## config.mk

```make
export PLATFORM = sky130hd
export DESIGN_NAME = ccg_sweep_ctrl
export DESIGN_NICKNAME = d
export VERILOG_FILES = /design/src/rtl/ccg_sweep_pkg.sv /design/src/rtl/ccg_misr.sv /design/src/rtl/ccg_sweep_ctrl.sv
export SDC_FILE = /design/constraint.sdc
export NUM_CORES = 1
export LEC_CHECK = 0
export ABC_AREA = 1
export CORE_MARGIN = 1
export CORE_UTILIZATION = 56
export CTS_CLUSTER_DIAMETER = 60
export DETAILED_ROUTE_END_ITERATION = 6
export PLACE_DENSITY = 0.85
export SLEW_MARGIN = 40
export SYNTH_ARGS = -nofsm -noshare
export SYNTH_HDL_FRONTEND = slang
export SYNTH_SLANG_ARGS = --single-unit
```

## constraint.sdc

```tcl
create_clock -name clk -period 4.3 [get_ports clk]
set_clock_uncertainty 0.1 [all_clocks]
set_input_delay 0.86 -clock clk [delete_from_list [all_inputs] [get_ports clk]]
set_output_delay 0.86 -clock clk [all_outputs]
set_load 0.02 [all_outputs]
```

## src/rtl/ccg_sweep_pkg.sv

```systemverilog
// Shared types and constants for the exhaustive combinational-circuit sweep controller.
// Holds the sweep FSM encoding and the 16-bit MISR polynomial, seed and step function.
package ccg_sweep_pkg;

  typedef enum logic [1:0] {
    ST_IDLE   = 2'd0,
    ST_SETTLE = 2'd1,
    ST_SAMPLE = 2'd2,
    ST_DONE   = 2'd3
  } sweep_state_e;

  localparam logic [15:0] MISR_POLY = 16'h100B;
  localparam logic [15:0] MISR_SEED = 16'hFFFF;

  // One MISR step: shift left, fold the feedback polynomial, then absorb the data word.
  function automatic logic [15:0] misr_next(input logic [15:0] cur, input logic [15:0] din);
    misr_next = {cur[14:0], 1'b0} ^ (cur[15] ? MISR_POLY : 16'h0000) ^ din;
  endfunction

endpackage

```

## src/rtl/ccg_misr.sv

```systemverilog
// 16-bit multiple-input signature register compacting the sampled CUT outputs.
module ccg_misr
  import ccg_sweep_pkg::*;
(
  input  logic        clk,
  input  logic        rst,
  input  logic        seed_load,
  input  logic        shift_en,
  input  logic [15:0] din,
  output logic [15:0] sig
);

  logic [15:0] sig_r;

  // Signature register: seed load takes priority over a compaction step.
  always_ff @(posedge clk or posedge rst) begin
    if (rst) begin
      sig_r <= 16'h0000;
    end else if (seed_load) begin
      sig_r <= MISR_SEED;
    end else if (shift_en) begin
      sig_r <= misr_next(sig_r, din);
    end else begin
      sig_r <= sig_r;
    end
  end

  assign sig = sig_r;

endmodule

```

## src/rtl/ccg_sweep_ctrl.sv

```systemverilog
// Exhaustive sweep controller: applies every N_IN-bit vector to a CUT, compacts the outputs
// into a MISR and counts ones per output. Optional truth-table capture under CCG_SWEEP_TT_EN.
module ccg_sweep_ctrl
  import ccg_sweep_pkg::*;
#(
  parameter int N_IN   = 7,
  parameter int N_OUT  = 2,
  parameter int SETTLE = 1
) (
  input  logic                       clk,
  input  logic                       rst,
  input  logic                       start,
  input  logic                       abort,
  output logic [N_IN-1:0]            cut_x,
  input  logic [N_OUT-1:0]           cut_f,
  output logic                       busy,
  output logic                       done,
  output logic [15:0]                sig,
  output logic [N_OUT*(N_IN+1)-1:0]  ones_cnt
`ifdef CCG_SWEEP_TT_EN
  ,
  input  logic [N_IN-1:0]            tt_addr,
  output logic [N_OUT-1:0]           tt_data
`endif
);

  localparam int              CW       = N_IN + 1;
  localparam logic [N_IN-1:0] X_MAX    = '1;
  localparam logic [3:0]      SETTLE_V = 4'(SETTLE);

  sweep_state_e                state_r, state_s;
  logic [3:0]                  cnt_r, cnt_s;
  logic [N_IN-1:0]             x_r, x_s;
  logic                        busy_r, done_r;
  logic [N_OUT-1:0][CW-1:0]    ones_r;
  logic                        seed_load_s, sample_s;

  // Next-state, settle counter and stimulus decode.
  always_comb begin
    state_s     = state_r;
    cnt_s       = cnt_r;
    x_s         = x_r;
    seed_load_s = 1'b0;
    sample_s    = 1'b0;
    case (state_r)
      ST_IDLE: begin
        if (start && !abort) begin
          state_s     = ST_SETTLE;
          cnt_s       = SETTLE_V;
          x_s         = '0;
          seed_load_s = 1'b1;
        end else begin
          state_s = ST_IDLE;
        end
      end
      ST_SETTLE: begin
        if (abort) begin
          state_s = ST_IDLE;
        end else begin
          cnt_s   = cnt_r - 4'd1;
          state_s = (cnt_r == 4'd1) ? ST_SAMPLE : ST_SETTLE;
        end
      end
      ST_SAMPLE: begin
        // An abort here discards the pending sample so all results freeze together.
        if (abort) begin
          state_s = ST_IDLE;
        end else if (x_r == X_MAX) begin
          sample_s = 1'b1;
          state_s  = ST_DONE;
        end else begin
          sample_s = 1'b1;
          x_s      = x_r + N_IN'(1);
          cnt_s    = SETTLE_V;
          state_s  = ST_SETTLE;
        end
      end
      ST_DONE: begin
        state_s = ST_IDLE;
      end
      default: begin
        state_s = ST_IDLE;
      end
    endcase
  end

  // FSM, counter, stimulus and status flags; flags track the next state so they stay registered.
  always_ff @(posedge clk or posedge rst) begin
    if (rst) begin
      state_r <= ST_IDLE;
      cnt_r   <= 4'd0;
      x_r     <= '0;
      busy_r  <= 1'b0;
      done_r  <= 1'b0;
    end else begin
      state_r <= state_s;
      cnt_r   <= cnt_s;
      x_r     <= x_s;
      busy_r  <= (state_s == ST_SETTLE) || (state_s == ST_SAMPLE);
      done_r  <= (state_s == ST_DONE);
    end
  end

  // Per-output ones counters; N_IN+1 bits hold the full 2^N_IN count.
  always_ff @(posedge clk or posedge rst) begin
    if (rst) begin
      ones_r <= '0;
    end else if (seed_load_s) begin
      ones_r <= '0;
    end else if (sample_s) begin
      for (int k = 0; k < N_OUT; k++) begin
        ones_r[k] <= ones_r[k] + CW'(cut_f[k]);
      end
    end else begin
      ones_r <= ones_r;
    end
  end

  ccg_misr u_misr (
    .clk       (clk),
    .rst       (rst),
    .seed_load (seed_load_s),
    .shift_en  (sample_s),
    .din       (16'(cut_f)),
    .sig       (sig)
  );

`ifdef CCG_SWEEP_TT_EN
  logic [N_OUT-1:0] tt_mem_r [2**N_IN];
  logic [N_OUT-1:0] tt_data_r;

  // Truth-table capture at each sample and registered read port; not touched by abort.
  always_ff @(posedge clk or posedge rst) begin
    if (rst) begin
      for (int i = 0; i < 2**N_IN; i++) begin
        tt_mem_r[i] <= '0;
      end
      tt_data_r <= '0;
    end else begin
      if (sample_s) begin
        tt_mem_r[x_r] <= cut_f;
      end else begin
        tt_mem_r[x_r] <= tt_mem_r[x_r];
      end
      tt_data_r <= tt_mem_r[tt_addr];
    end
  end

  assign tt_data = tt_data_r;
`endif

  assign cut_x    = x_r;
  assign busy     = busy_r;
  assign done     = done_r;
  assign ones_cnt = ones_r;

endmodule

```

* Word-level counts from Yosys, hierarchy flattened
Index checks and enable logic that the tools add are counted.
Storage, ports and cells: output and inout port bits 41, input bits 6, register bits 47, word-level logic and storage cells 59
Cells by class: muxes and demuxes 24, reductions and logical operators 9, add/subtract/negate cells 4, bitwise gates (word level) 2, equality and inequality tests 12
Operator list (number):
- $mux 16 | 4
- $mux 7 | 3
- $add 8x1->8 | 2
- $mux 4 | 4
- $xor 16x16->16 | 1
- $xor 16x2->16 | 1
- $pmux 7 s2 | 1
- $mux 13 | 1
- $pmux 4 s3 | 1
- $eq 2x2->1 const B | 4
- $mux 2 | 4
- $ne 2x2->1 const B | 4
- $pmux 2 s4 | 1
- $add 7x1->7 const B | 1
- $eq 7x7->1 const B | 1
- $mux 1 | 5
- $reduce_and 5->1 | 1
- $eq 2x1->1 const B | 2
- $eq 4x1->1 const B | 1
- $reduce_and 4->1 | 1
- $reduce_bool 2->1 | 2
- $sub 4x1->4 const B | 1
- $reduce_bool 3->1 | 1
- $logic_not 2->1 | 1
- 3 further kinds | 3

* Depth between registers and ports, before layout
Gate-level depths: netlist of the first run.
depth after elaboration 6, depth in mapped cells 9, mapped depth without buffers 8

* Cells and area by module
A second synthesis of the first run with hierarchy kept.
Unflattened totals: cell total of the unflattened synthesis 317, area, all modules 2640.0 µm²
By module, submodules not included:
- ccg_sweep_ctrl | area an instance 1732.9 µm², cells each 222, instances 1, sequential area each 775.7 µm²
- ccg_misr | area an instance 907.1 µm², cells each 95, instances 1, sequential area each 400.4 µm²

* Least setup slack after synthesis of the first run
OpenSTA, ideal clock, no wires.
path type input to register, from in abort, to reg busy_r (netlist: busy), stages on the path 6, library setup time 0.126 ns, required time 4.074 ns, slack 2.356 ns, path buffers 2, arrival time 1.719 ns, cell sequence inv_1 > nand3_2 > buf_6 > buf_4 > o22ai_1 > ha_1
On the way: elaborated cells between the ends (all ways) 9, classes of those cells eq/ne (2); mux (4); reduce/logical (3)
RTL lines:
- from (decl) | RTL line ccg_sweep_ctrl.sv:13 | input logic abort,
- $mux 2, on equally long branches | RTL line ccg_sweep_ctrl.sv:66, ccg_sweep_ctrl.sv:57
- $pmux 2 s4 (*) | RTL line ccg_sweep_ctrl.sv:45 | case (state_r)
- named net state_s[1] | RTL line ccg_sweep_ctrl.sv:31 | sweep_state_e state_r, state_s;
- $eq 2x1->1 / $eq 2x2->1 (equally long branches) | RTL line ccg_sweep_ctrl.sv:99 | busy_r <= (state_s == ST_SETTLE) || (state_s == ST_SAMPLE);
- $logic_or 1x1->1 (*) | RTL line ccg_sweep_ctrl.sv:99
- to (signal assigned) | RTL line ccg_sweep_ctrl.sv:99
- to (decl) | RTL line ccg_sweep_ctrl.sv:34 | logic busy_r, done_r;
Mark *: on every way through the listed nets, which the timed path passes. The rest lies on a longest branch. A chain may end at the register's enable or synchronous reset.

* Final worst setup path of the first run
from in abort, to reg busy_r (netlist: busy)
On the way: cells in the longest elaborated chain, start to end 6, elaborated cells between the ends (all ways) 9, classes of those cells eq/ne (2); mux (4); reduce/logical (3)
RTL lines:
- $logic_not 1->1 | RTL line ccg_sweep_ctrl.sv:47 | if (start && !abort) begin
- $logic_and 1x1->1 | RTL line ccg_sweep_ctrl.sv:47
- $mux 1 | RTL line ccg_sweep_ctrl.sv:47
- $pmux 2 s4 (*) | RTL line ccg_sweep_ctrl.sv:45
- named net state_s[0] | RTL line ccg_sweep_ctrl.sv:31
- $eq 2x1->1 / $eq 2x2->1 (equally long branches) | RTL line ccg_sweep_ctrl.sv:99
- $logic_or 1x1->1 (*) | RTL line ccg_sweep_ctrl.sv:99
Marks and branches as above.

==> flow_summary_export.csv, run 1 <==
group,metric,value,unit
run_status,status,"complete, no violations",
routing,via_per_inst,5.21,
placement,place_inst,393,
routing,vias,2090,
global_route,antenna_found_initial,0,
clock_tree,clk_latency,300,ps
yosys,synth.top_cell.area_share,0.483,
finish,area_growth,23.9,%
critical_path,crit_end,"busy",
timing,finalCriticalPeriod,2860,ps
critical_path,cp.required,4380,ps
clock_tree,cts_tree,"yes",
yosys,synth_area_leaders,"dfrtp_1 48%, nand2_1 14%, inv_1 6.3%, nand3_1 5.5%, nor2_1 4.2%",
yosys,synthCells,305,
timing,relSlewSlack,0.616,
critical_path,ff2ff_setup_slack,2110,ps
yosys,synth-edff-count,0,
global_route,grt_pass1_wl,7.96,mm
clock_tree,numCtsBuffers,5,
global_route,grt_usage,0.231,
finish,utilization,0.739,
yosys,yosysTopAreaCell,"dfrtp_1",
yosys,yosysWarnings,0,
placement,post_dp_cell_area,2900,sq um
die,die_h,68.0,um
clock_tree,cts_buffer_depth,2,
routing,drt_iter0_drc,213,
finish,nets,364,
clock_tree,cts.sinks,47,
pwr,ir_worst_vdd,0.366,mV
global_route,grt_pass1_vias,1819,
timing,tns,0,ps
pwr,power_leakage,1.46,nW
routing,drt_wl_total,4.90,mm
timing,rsz0062_at_grt,"no",
critical_path,cp.arrival,2940,ps
clock_tree,clk_pin_slew,90,ps
placement,place_congestion,0.788,
timing,worst_pin_slew,576,ps
global_route,grt_max_degree,48,
critical_path,reg2reg_from,"state_r[1]",
die,dieArea,4620,sq um
die,core_area,4090,sq um
pwr,power.density,503,nW/um^2
clock_tree,root_buffer,"clkbuf_8",
min_path,holdCritPathClass,"flip-flop to flip-flop",
placement,dp_hpwl,3.47,mm
die,ios,47,
routing,ant_nets,0,
yosys,yosysSeqAreaShare,0.483,
timing,finalMaxSlewViolations,0,
critical_path,cp-start-kind,"input pin",
yosys,syn-num-nets,319,
yosys,async_flop_share,1.00,
critical_path,regToRegEndpoint,"busy",
clock_tree,htree_levels,2,
timing,min_period_over_period,0.665,
routing,drc,0,
timing,finalSetupViolations,0,
die,die_w,68.0,um
critical_path,path_class,"input pin to flip-flop",
clock_tree,post_cts_resized,0,
routing,wl_per_cell,12.2,um
finish,final_cells,401,
placement,post-place-ws,1140,ps
finish,final_area,3020,sq um
finish,insertedDiodeCount,0,
critical_path,end_kind,"flip-flop",
timing,max_freq,350,MHz
critical_path,reg2regPathDepth,5,
die,row_count,23,
timing,timing.final.ws_setup,1440,ps
yosys,ys_ff_latch,47,
yosys,synthFlopType,"dfrtp_1",
die,initial_core_util,0.596,
routing,first_pass_iters,5,
finish,final_layout_size_suffix_gt1_frac,0.0655,
clock_tree,hold_buffers,0,
yosys,ys_types,25,
critical_path,startpoint,"abort",
yosys,syn_area,2440,sq um
timing,final_hold_viol_count,0,
critical_path,crit_path_max_fanout,31,
clock_tree,post-cts-setup-buffer-count,0,
yosys,avgSynthCellArea,7.99,sq um
placement,port_buffers,46,
global_route,grt-ovfl-total,0,
run,cap_violations,0,
kinds of logic after synthesis:
group / synth area share
AO/OA/AOI/OAI: 0.0775
flip-flops: 0.483
buffers and inverters: 0.0909
XOR/XNOR: 0.0216
AND/OR/NAND/NOR: 0.286
adder cells (fa/ha/maj): 0.0411
registers in the layout (all words and copies together) (netlist names):
register	flops
busy	1
cnt_r	4
u_misr.sig	16
state_r	2
ones_cnt	16
done	1
cut_x	7
routing by layer:
metal / wire length (um) / vias to the layer above / track usage
met5: 0 / - / 0
met3: 309 / 7 / 0.0533
met2: 2360 / 79 / 0.382
met4: 60 / 0 / 0.0703
li1: - / 1048 / -
met1: 2170 / 956 / 0.300
synthesized netlist by cell type (3+ instances only):
cell / n
dfrtp_1: 47
nand3_1: 27
nor2_1: 27
nand4_1: 4
o22ai_1: 4
ha_1: 8
a21oi_1: 5
buf_4: 4
nand2_2: 6
nand2_1: 88
inv_1: 41
xor2_1: 5
o21ai_0: 20
buf_2: 3
per-stage QoR:
stage               hold slack, ps  total power, mW
finish                         425             1.52
global route                   455             1.62
CTS                            423             1.53
detailed placement             411             1.20
global placement               395             1.17
floorplan                      375            0.983
area by class of cell:
class / count / area (sq um)
inverter: 41 / 156
sequential: 47 / 1180
clock inverter: 2 / 35.0
clock buffer: 6 / 82.6
multi-input combinational: 208 / 1040
tap: 50 / 62.6
timing repair buffer: 47 / 468
fill: 303 / 1070
cells in the final DEF (no fill, tap or decap), drive strengths merged:
| master | n |
|---|---|
| clkbuf | 6 |
| a31oi | 2 |
| nand3b | 1 |
| xor2 | 5 |
| or2 | 3 |
| xnor2 | 1 |
| buf | 1 |
| o22ai | 4 |
| nand3 | 29 |
| nor2 | 29 |
| clkinv | 1 |
| nand4 | 4 |
| dfrtp | 47 |
| o211ai | 1 |
| a21oi | 5 |
| inv | 41 |
| bufinv | 1 |
| clkdlybuf4s50 | 46 |
| ha | 8 |
| o21bai | 1 |
| nand2 | 94 |
| o21ai | 20 |
| o21a | 1 |
critical path: stages:
cell and delay, ps:
clkdlybuf4s50_1 550, nor2_1 80, nand2_2 430, nand2_2 420, o21a_1 310, ha_1 280
power breakdown:
group	switching, mW	internal, mW	leakage [nW]
combinational	0.325	0.236	0.814
sequential	0.0864	0.537	0.584
clock	0.145	0.188	0.0612
total	0.557	0.961	1.46
worst min path at each step:
stage	start	to	slack [ps]	cells past startpoint
after global placement	cnt_r[1]	cnt_r[1]	390	2
after detailed placement	cnt_r[1]	cnt_r[1]	410	2
after CTS	ones_cnt[11]	ones_cnt[11]	420	1
after floorplan	cnt_r[1]	cnt_r[1]	370	2
after global routing	cnt_r[1]	cnt_r[1]	460	2
final	ones_cnt[11]	ones_cnt[11]	420	1
Note: power is estimated with default switching activity, not from simulation.
==> run 2, diff against run 1 <==
- CORE_UTILIZATION: 56 -> 47
- PLACE_DENSITY: 0.85 -> 0.76
- clock period: 4.3 -> 2.37 ns (I/O delays scaled with it)
==> run 2 against run 1 <==
Against the previous run:
- die area rose by 19%
- critical path depth fell by 5
- cell count rose by 5.7%
- clock power rose by 77%
- power rose by 81%
==> flow_summary_export.csv, run 2 (same netlist as run 1, synthesis figures left out) <==
group,metric,value,unit
clock_tree,post-cts-setup-buffer-count,0,
die,die_w,74.0,um
clock_tree,cts_tree,"yes",
finish,final_layout_size_suffix_gt1_frac,0.0812,
critical_path,startpoint,"u_misr.sig[15]",
global_route,grt_pass1_wl,8.47,mm
critical_path,worst_path_max_delay_cell,"clkdlybuf4s50_1",
routing,wl_per_cell,11.6,um
min_path,holdCritPathClass,"input pin to asynchronous set/reset pin",
global_route,grt_usage,0.203,
finish,final_cells,424,
finish,nets,370,
global_route,busiest_layer,"met2",
finish,utilization,0.635,
global_route,antenna_found_initial,0,
critical_path,max_stage_delay,680,ps
timing,finalMaxSlewViolations,0,
critical_path,crit_buf_inv,1,
run_status,status,"complete, no violations",
finish,fillers,441,
clock_tree,clk_latency,300,ps
global_route,grt-ovfl-total,0,
critical_path,cp.required,1800,ps
routing,first_pass_iters,4,
die,core_area,4850,sq um
placement,place_congestion,0.805,
routing,via_per_inst,5.00,
pwr,power_leakage,1.48,nW
timing,min_period_over_period,0.886,
global_route,grt_pass1_vias,1987,
die,dieArea,5480,sq um
clock_tree,cts_buffer_depth,2,
critical_path,regToRegEndpoint,"busy",
global_route,use_met1,0.259,
timing,finalCriticalPeriod,2100,ps
global_route,global_route.usage.met2,0.339,
clock_tree,numCtsBuffers,5,
timing,finalSetupViolations,0,
placement,place_inst,416,
timing,final_hold_viol_count,0,
placement,post_dp_cell_area,2970,sq um
finish,mostFrequentLayoutCells,"88 x nand2_1, 47 x dfrtp_1, 46 x clkdlybuf4s50_1",
finish,seqCellArea,1180,sq um
critical_path,cp.arrival,1530,ps
clock_tree,hold_buffers,0,
critical_path,crit_family,"buffers and inverters",
routing,vias,2121,
critical_path,path_cells,"clkdlybuf4s50_1",
timing,tns,0,ps
placement,port_buffers,46,
timing,rsz0062_at_grt,"no",
critical_path,path_class,"flip-flop to output pin",
die,die_h,74.0,um
global_route,grt_max_degree,28,
critical_path,crit_path_max_fanout,7,
finish,insertedDiodeCount,0,
placement,dp_hpwl,3.60,mm
finish,multi_input_comb_area,1040,sq um
global_route,met3_usage,0.0407,
timing,worst_pin_slew,453,ps
routing,drt_iter0_drc,125,
run,cap_violations,0,
finish,final_area,3080,sq um
critical_path,reg2regPathDepth,6,
critical_path,end_kind,"output pin",
finish,area_growth,26.3,%
timing,max_freq,476,MHz
clock_tree,root_buffer,"clkbuf_8",
critical_path,cp-start-kind,"flip-flop",
critical_path,ff2ff_setup_slack,640,ps
timing,relSlewSlack,0.698,
critical_path,reg2reg_from,"cut_x[0]",
clock_tree,cts.sinks,47,
pwr,power.total,2.75,mW
die,row_count,25,
die,initial_core_util,0.503,
routing,ant_nets,0,
die,ios,47,
routing,drt_wl_total,4.90,mm
routing,drc,0,
pwr,ir_worst_vdd,0.513,mV
clock_tree,htree_levels,2,
finish,mostFrequentLayoutCell,"nand2_1",
clock_tree,clk_pin_slew,90,ps
clock_tree,post_cts_resized,0,
pwr,power.density,893,nW/um^2
-- run 2: power by group --
group / switching (mW) / internal, mW
clock network: 0.276 / 0.314
logic: 0.587 / 0.443
registers: 0.154 / 0.975
-- run 2: routing by layer --
metal	share of wire	wire [um]
met1	0.47	2320
met2	0.48	2340
met3	0.034	168
met4	0.013	64
met5	0	0
-- run 2: worst max path at each step --
stage,to,slack [ps],cells after the start
after detailed placement,ones_cnt[4],320,9
final,sig[15],270,1
after global routing,sig[15],180,1
after CTS,sig[15],250,1
after floorplan,busy,680,1
after global placement,busy,350,6
-- run 2: final cells by class --
class                           instances  share of cell area
Clock buffer                            5              0.0223
Clock inverter                          3              0.0142
Inverter                               41              0.0500
Multi-Input combinational cell        208               0.338
Sequential cell                        47               0.382
Tap cell                               67              0.0272
Timing Repair Buffer                   53               0.167
-- run 2: stage by stage --
stage                     worst slack, ps  hold slack (ps)
after floorplan                       680              375
after global placement                347              387
after detailed placement              321              402
after CTS                             248              407
after global routing                  182              439
final                                 270              392
